--- src/rtl/ucode_loader_if.sv ---
// ucode_loader_if: byte stream into the loader plus the sequencer ROM-write port.
// The slave modport is the loader side: it sinks the stream and drives the ROM write.
// The master modport is the host/ROM side.
interface ucode_loader_if #(
  parameter int ADDR_W = 8
);
  logic              s_valid;
  logic              s_ready;
  logic [7:0]        s_data;
  logic              rom_we;
  logic [ADDR_W-1:0] rom_waddr;
  logic [15:0]       rom_wdata;

  modport slave (
    input  s_valid, s_data,
    output s_ready, rom_we, rom_waddr, rom_wdata
  );

  modport master (
    output s_valid, s_data,
    input  s_ready, rom_we, rom_waddr, rom_wdata
  );
endinterface

--- src/rtl/ucode_loader.sv ---
// ucode_loader: assembles a framed byte stream (N, N x {lo,hi}, XOR checksum)
// into 16-bit instructions written to consecutive sequencer ROM addresses.
// Optional feature macro AUTO_START_EN: after a good checksum wait for the
// sequencer to be idle and pulse seq_start_o once.
module ucode_loader #(
  parameter int ADDR_W    = 8,
  parameter int BASE_ADDR = 0
) (
  input  logic                  clk_i,
  input  logic                  rst_n_i,
  ucode_loader_if.slave         bus,
  input  logic                  abort_i,
  input  logic                  seq_ready_i,
  output logic                  seq_start_o,
  output logic                  busy_o,
  output logic                  done_o,
  output logic                  err_o
);

  typedef enum logic [2:0] {
    ST_IDLE,
    ST_LO,
    ST_HI,
`ifdef AUTO_START_EN
    ST_START,
`endif
    ST_CHK
  } state_t;

  state_t            state_q, state_d;
  logic [7:0]        n_q, n_d;
  logic [7:0]        idx_q, idx_d;
  logic [7:0]        lo_q, lo_d;
  logic [7:0]        chk_q, chk_d;
  logic              err_q, err_d;
  logic              done_q, done_d;
  logic              busy_q, busy_d;
  logic              we_q, we_d;
  logic [ADDR_W-1:0] waddr_q, waddr_d;
  logic [15:0]       wdata_q, wdata_d;
  logic              start_q, start_d;
  logic              s_ready;
  logic              accept;

  assign accept      = bus.s_valid & s_ready;
  assign bus.s_ready = s_ready;
  assign bus.rom_we    = we_q;
  assign bus.rom_waddr = waddr_q;
  assign bus.rom_wdata = wdata_q;
  assign busy_o      = busy_q;
  assign done_o      = done_q;
  assign err_o       = err_q;
`ifdef AUTO_START_EN
  assign seq_start_o = start_q;
`else
  assign seq_start_o = 1'b0;
`endif

  // Next-state, handshake and write/flag decode; abort overrides everything else.
  always_comb begin
    state_d = state_q;
    n_d     = n_q;
    idx_d   = idx_q;
    lo_d    = lo_q;
    chk_d   = chk_q;
    err_d   = err_q;
    done_d  = 1'b0;
    we_d    = 1'b0;
    waddr_d = waddr_q;
    wdata_d = wdata_q;
    start_d = 1'b0;
    s_ready = 1'b0;

    case (state_q)
      ST_IDLE: begin
        // Gated by reset so the stream sees s_ready=0 while held in reset.
        s_ready = seq_ready_i & rst_n_i;
        if (accept) begin
          n_d     = bus.s_data;
          err_d   = 1'b0;
          chk_d   = bus.s_data;
          idx_d   = 8'd0;
          state_d = (bus.s_data != 8'd0) ? ST_LO : ST_CHK;
        end
      end
      ST_LO: begin
        s_ready = 1'b1;
        if (accept) begin
          lo_d    = bus.s_data;
          chk_d   = chk_q ^ bus.s_data;
          state_d = ST_HI;
        end
      end
      ST_HI: begin
        s_ready = 1'b1;
        if (accept) begin
          chk_d   = chk_q ^ bus.s_data;
          we_d    = 1'b1;
          wdata_d = {bus.s_data, lo_q};
          waddr_d = ADDR_W'(BASE_ADDR) + ADDR_W'(idx_q);
          idx_d   = idx_q + 8'd1;
          state_d = (({1'b0, idx_q} + 9'd1) < {1'b0, n_q}) ? ST_LO : ST_CHK;
        end
      end
      ST_CHK: begin
        s_ready = 1'b1;
        if (accept) begin
          done_d = 1'b1;
          if (bus.s_data != chk_q) begin
            err_d   = 1'b1;
            state_d = ST_IDLE;
          end else begin
`ifdef AUTO_START_EN
            state_d = ST_START;
`else
            state_d = ST_IDLE;
`endif
          end
        end
      end
`ifdef AUTO_START_EN
      ST_START: begin
        if (seq_ready_i) begin
          start_d = 1'b1;
          state_d = ST_IDLE;
        end
      end
`endif
      default: state_d = ST_IDLE;
    endcase

    // A byte accepted alongside abort is consumed but has no effect.
    if (abort_i && (state_q != ST_IDLE)) begin
      state_d = ST_IDLE;
      err_d   = 1'b1;
      done_d  = 1'b0;
      we_d    = 1'b0;
      start_d = 1'b0;
      waddr_d = waddr_q;
      wdata_d = wdata_q;
    end

    busy_d = (state_d != ST_IDLE);
  end

  // State and output registers with synchronous active-low reset.
  always_ff @(posedge clk_i) begin
    if (!rst_n_i) begin
      state_q <= ST_IDLE;
      n_q     <= 8'd0;
      idx_q   <= 8'd0;
      lo_q    <= 8'd0;
      chk_q   <= 8'd0;
      err_q   <= 1'b0;
      done_q  <= 1'b0;
      busy_q  <= 1'b0;
      we_q    <= 1'b0;
      waddr_q <= ADDR_W'(BASE_ADDR);
      wdata_q <= 16'd0;
      start_q <= 1'b0;
    end else begin
      state_q <= state_d;
      n_q     <= n_d;
      idx_q   <= idx_d;
      lo_q    <= lo_d;
      chk_q   <= chk_d;
      err_q   <= err_d;
      done_q  <= done_d;
      busy_q  <= busy_d;
      we_q    <= we_d;
      waddr_q <= waddr_d;
      wdata_q <= wdata_d;
      start_q <= start_d;
    end
  end

endmodule

--- src/flat_wrapper.sv ---
// flat-port wrapper written by rule: the top's interface ports become plain ports
module ucode_loader_flat 
#(
  parameter int ADDR_W    = 8,
  parameter int BASE_ADDR = 0
)
  (clk_i, rst_n_i, abort_i, seq_ready_i, seq_start_o, busy_o, done_o, err_o, bus_s_valid, bus_s_data, bus_s_ready, bus_rom_we, bus_rom_waddr, bus_rom_wdata);
  ucode_loader_if #(.ADDR_W(ADDR_W)) bus_i ();
  input  logic clk_i;
  input  logic rst_n_i;
  input  logic abort_i;
  input  logic seq_ready_i;
  output logic seq_start_o;
  output logic busy_o;
  output logic done_o;
  output logic err_o;
  input wire logic [$bits(bus_i.s_valid)-1:0] bus_s_valid;
  input wire logic [$bits(bus_i.s_data)-1:0] bus_s_data;
  output wire logic [$bits(bus_i.s_ready)-1:0] bus_s_ready;
  output wire logic [$bits(bus_i.rom_we)-1:0] bus_rom_we;
  output wire logic [$bits(bus_i.rom_waddr)-1:0] bus_rom_waddr;
  output wire logic [$bits(bus_i.rom_wdata)-1:0] bus_rom_wdata;
  assign bus_i.s_valid = bus_s_valid;
  assign bus_i.s_data = bus_s_data;
  assign bus_s_ready = bus_i.s_ready;
  assign bus_rom_we = bus_i.rom_we;
  assign bus_rom_waddr = bus_i.rom_waddr;
  assign bus_rom_wdata = bus_i.rom_wdata;
  ucode_loader #(.ADDR_W(ADDR_W), .BASE_ADDR(BASE_ADDR)) u_core (.clk_i(clk_i), .rst_n_i(rst_n_i), .bus(bus_i), .abort_i(abort_i), .seq_ready_i(seq_ready_i), .seq_start_o(seq_start_o), .busy_o(busy_o), .done_o(done_o), .err_o(err_o));
endmodule
--- config.mk ---
export PLATFORM = sky130hd
export DESIGN_NAME = ucode_loader_flat
export DESIGN_NICKNAME = d
export VERILOG_FILES = /design/src/rtl/ucode_loader_if.sv /design/src/rtl/ucode_loader.sv /design/src/flat_wrapper.sv
export SDC_FILE = /design/constraint.sdc
export NUM_CORES = 1
export LEC_CHECK = 0
export ABC_AREA = 1
export CAP_MARGIN = 20
export CORE_MARGIN = 10
export CORE_UTILIZATION = 53
export DETAILED_ROUTE_END_ITERATION = 8
export PLACE_DENSITY = 0.86
export SYNTH_ARGS = -nofsm -noshare
export SYNTH_HDL_FRONTEND = slang
export SYNTH_SLANG_ARGS = --single-unit
--- constraint.sdc ---
create_clock -name clk_i -period 2.31 [get_ports clk_i]
set_input_delay 0.462 -clock clk_i [delete_from_list [all_inputs] [get_ports clk_i]]
set_output_delay 0.462 -clock clk_i [all_outputs]
set_load 0.05 [all_outputs]
==> results.sh <==
export IMPL_layout_common_cells="63 x nand2_1, 60 x dfxtp_1, 56 x a21oi_1"
export IMPL_ff2ff_setup_slack_ns=0.17
export IMPL_cts_sinks=63
export IMPL_grt_overflow=0
export IMPL_max_cap_violations=0
export IMPL_p_int_mw=1.79
export IMPL_synthTopCellsByArea="dfxtp_1 45%, a21oi_1 10%, nand2_1 8.4%, nor2_1 7.1%, o21ai_0 6.8%"
export IMPL_seq_area_sq_mm=0.00126
export IMPL_clockRootBuffer="clkbuf_8"
export IMPL_r2r_end="u_core.busy_o$_SDFF_PN0_"
export IMPL_period_minus_slack_ns=2.14
export IMPL_hold_viol=0
export IMPL_vias=2632
export IMPL_h_tree_depth=3
export IMPL_yosys_area_top_type="dfxtp_1"
export IMPL_p_sw_share_pct=22.9
export IMPL_pwr_share_comb_pct=6.5
export IMPL_gp_congestion=0.864
export IMPL_irDropWorstVdd_uv=475
export IMPL_report_final_slew_viol_count=0
export IMPL_ys_types=29
export IMPL_path_common_cell="nand2_1"
export IMPL_min_delay_start="u_core.n_q[2]$_SDFFE_PN0P_"
export IMPL_wire_per_inst_microns=13.8
export IMPL_core_area_sq_mm=0.00514
export IMPL_die_y_microns=92.9
export IMPL_yosys_area_top_type_share_pct=44.8
export IMPL_fin_nets=446
export IMPL_relSlewSlack_pct=64.2
export IMPL_drt_iter0_drc=183
export IMPL_leakagePower_nw=1.58
export IMPL_ant_nets=0
export IMPL_cts_tree="yes"
export IMPL_fp_dieW_microns=92.9
export IMPL_row_count=26
export IMPL_fmax_ghz=0.467
export IMPL_remaining_drc_errors=0
export IMPL_path_delay_family="simple AND/OR/NAND/NOR gates"
export IMPL_holdPathStages=2
export IMPL_drt_first_pass_iters=5
export IMPL_yosysSeqAreaShare_pct=44.8
export IMPL_syn_inst=378
export IMPL_cts_hold_buf=0
export IMPL_reg2reg_from="u_core.idx_q[1]$_SDFFE_PN0P_"
export IMPL_worst_pin_slew_ns=0.537
export IMPL_power_frac_clock_pct=46.1
export IMPL_p_per_area_mw_per_mm2=651
export IMPL_min_path_type="flop to flop"
export IMPL_fin_skew_ns=0.00606
export IMPL_layout_drive_gt1_share_pct=8.84
export IMPL_critPathKind="flop to flop"
export IMPL_routed_wl_mm=6.88
export IMPL_grt_pass1_vias=2519
export IMPL_grt_max_degree=43
export IMPL_initial_core_util_pct=54.8
export IMPL_critPathSlowestCell="dfxtp_2"
export IMPL_yosysWarnings=0
export IMPL_syn_area_sq_mm=0.00282
export IMPL_grt_usage_pct=16.2
export IMPL_area_delta_synth_final_pct=26.7
export IMPL_timing_hold_ws_ns=0.465
export IMPL_multi_input_area_sq_mm=0.00137
export IMPL_critical_path_required_ns=2.55
export IMPL_dp_hpwl_mm=4.87
export IMPL_routed_via_density=5.26
export IMPL_critical_path_arrival_ns=2.38
export IMPL_clk_latency_ns=0.34
export IMPL_io_pins=43
export IMPL_n_fill_cell=431
export IMPL_mostFrequentLayoutCell="nand2_1"
export IMPL_critPathMaxStageDelay_ns=0.35
export IMPL_seq_power_share_pct=47.4
export IMPL_portBuffers=41
export IMPL_finalCritPeriodShare_pct=92.7
export IMPL_clkTransAtPathRegs_ns=0.07
export IMPL_total_power_mw=2.32
export IMPL_avgSynthCellArea_sq_um=7.45
export IMPL_diodes=0
export IMPL_antenna_found_initial=0
export IMPL_grt_pass1_wl_mm=11.4
export IMPL_end_kind="flop"
export IMPL_worst_setup_path_start_kind="flop"
export IMPL_r2r_cells=16
export IMPL_cts_made_buffers=9
export IMPL_clock_path_buffers=2
export IMPL_status="finished, final reports clean"
export IMPL_ys_ff_latch=63
export IMPL_cp_buffers_inverters=1
export IMPL_critPathMaxFanout=4
export IMPL_setup_violations=0
export IMPL_holdPathEnd="u_core.n_q[2]$_SDFFE_PN0P_"
export IMPL_power_switching_uw=533
export IMPL_dieArea_sq_mm=0.00863
export IMPL_crit_chain="ha_2, nand2_1, nor2_4, nand3_2, xor2_1, inv_1, ha_4, a21o_1, nand3_1, nand2_1, nor2_1, nand2_1, nand2_1, nand2_1, nand2_1, nand2_1"
==> per-layer routing <==
layer  up-vias  global-route usage (%)  routed length (microns)
li1       1322                       -                        -
met1      1194                    18.0                     2840
met2        98                    27.8                     3350
met3        18                    4.28                      516
met4         0                    8.23                      178
met5         -                       0                        0
==> stage by stage <==
step           std cells  setup WS [ns]  util (%)  TNS (ns)  instance area, sq um
2_1_floorplan        379          0.256         -         0                  2820
3_5_place_dp         483         0.0357      64.3         0                  3310
5_1_grt              500        -0.0443      69.4   -0.0731                  3570
4_1_cts              499         0.0485      68.7         0                  3530
3_3_place_gp         483          0.120      64.3         0                  3310
6_report             500          0.169      69.4         0                  3570
==> synth_stat cells, drive strengths merged <==
| cell type | number |
|---|---|
| a21oi | 56 |
| nor2 | 55 |
| nor3 | 1 |
| clkinv | 1 |
| nand4 | 2 |
| o21ai | 42 |
| nand2 | 65 |
| o21bai | 8 |
| xnor2 | 9 |
| dfxtp | 63 |
| buf | 9 |
| a21o | 2 |
| conb | 1 |
| ha | 8 |
| xor2 | 4 |
| nor4 | 1 |
| inv | 39 |
| nand3 | 7 |
| clkbuf | 4 |
| and2 | 1 |
==> worst max-delay path by stage <==
| stage | to | cells after the start | slack [ns] | start |
|---|---|---|---|---|
| floorplan | u_core.busy_o$_SDFF_PN0_ | 16 | 0.26 | u_core.idx_q[1]$_SDFFE_PN0P_ |
| global placement | u_core.busy_o$_SDFF_PN0_ | 16 | 0.12 | u_core.idx_q[1]$_SDFFE_PN0P_ |
| detailed placement | u_core.busy_o$_SDFF_PN0_ | 16 | 0.04 | u_core.idx_q[1]$_SDFFE_PN0P_ |
| CTS | u_core.busy_o$_SDFF_PN0_ | 16 | 0.05 | u_core.idx_q[1]$_SDFFE_PN0P_ |
| global route | u_core.busy_o$_SDFF_PN0_ | 16 | -0.04 | u_core.idx_q[1]$_SDFFE_PN0P_ |
| finish | u_core.busy_o$_SDFF_PN0_ | 16 | 0.17 | u_core.idx_q[1]$_SDFFE_PN0P_ |
==> power groups by stage <==
stage          Combinational, mW  Clock (mW)  Sequential (mW)
2_1_floorplan             0.0834           0             1.13
6_report                   0.151        1.07             1.10
3_5_place_dp               0.148           0             1.13
5_1_grt                    0.165        1.12             1.10
4_1_cts                    0.149        1.07             1.10
3_3_place_gp               0.145           0             1.13
==> tightest hold or removal path: cells and delay by family, from the launching register on <==
kind,cells,cell delay (ns)
compound gates,1,0.06
buf+inv,1,0.06
flops,1,0.30
==> layout make-up <==
class                           instances  share of cell area [%]
Multi-Input combinational cell        263                    38.3
Sequential cell                        63                    35.4
Timing Repair Buffer                   48                    13.3
Inverter                               40                    4.28
Clock buffer                           11                    3.96
Tap cell                               70                    2.45
Clock inverter                          5                    2.28
==> flip-flops by register name, indices dropped and copies added, names as in the netlist <==
name and flops:
u_core.n_q 8, u_core.bus.rom_wdata 16, u_core.err_o 1, u_core.bus.rom_we 1, u_core.idx_q 8, u_core.chk_q 8, u_core.busy_o 1, u_core.bus.rom_waddr 8
u_core.lo_q 8, u_core.state_q 3, u_core.done_o 1
==> cells by family after synthesis <==
logic type	after synthesis	share of synthesized area (%)
and+or+nand+nor	132	19.5
AOI/OAI and AO/OA	108	20.2
DFF	63	44.8
buffers and inverters	53	7.77
xor gates and xnor gates	13	4.04
adders and majority gates	8	3.55
other	1	0.133
==> timing repair <==
item,CTS,global route
endpoints found under the setup margin,2,2
buffers inserted,0,1
gates resized for setup,1,7
pin swaps,0,1
(Power assumes the default switching activity.)
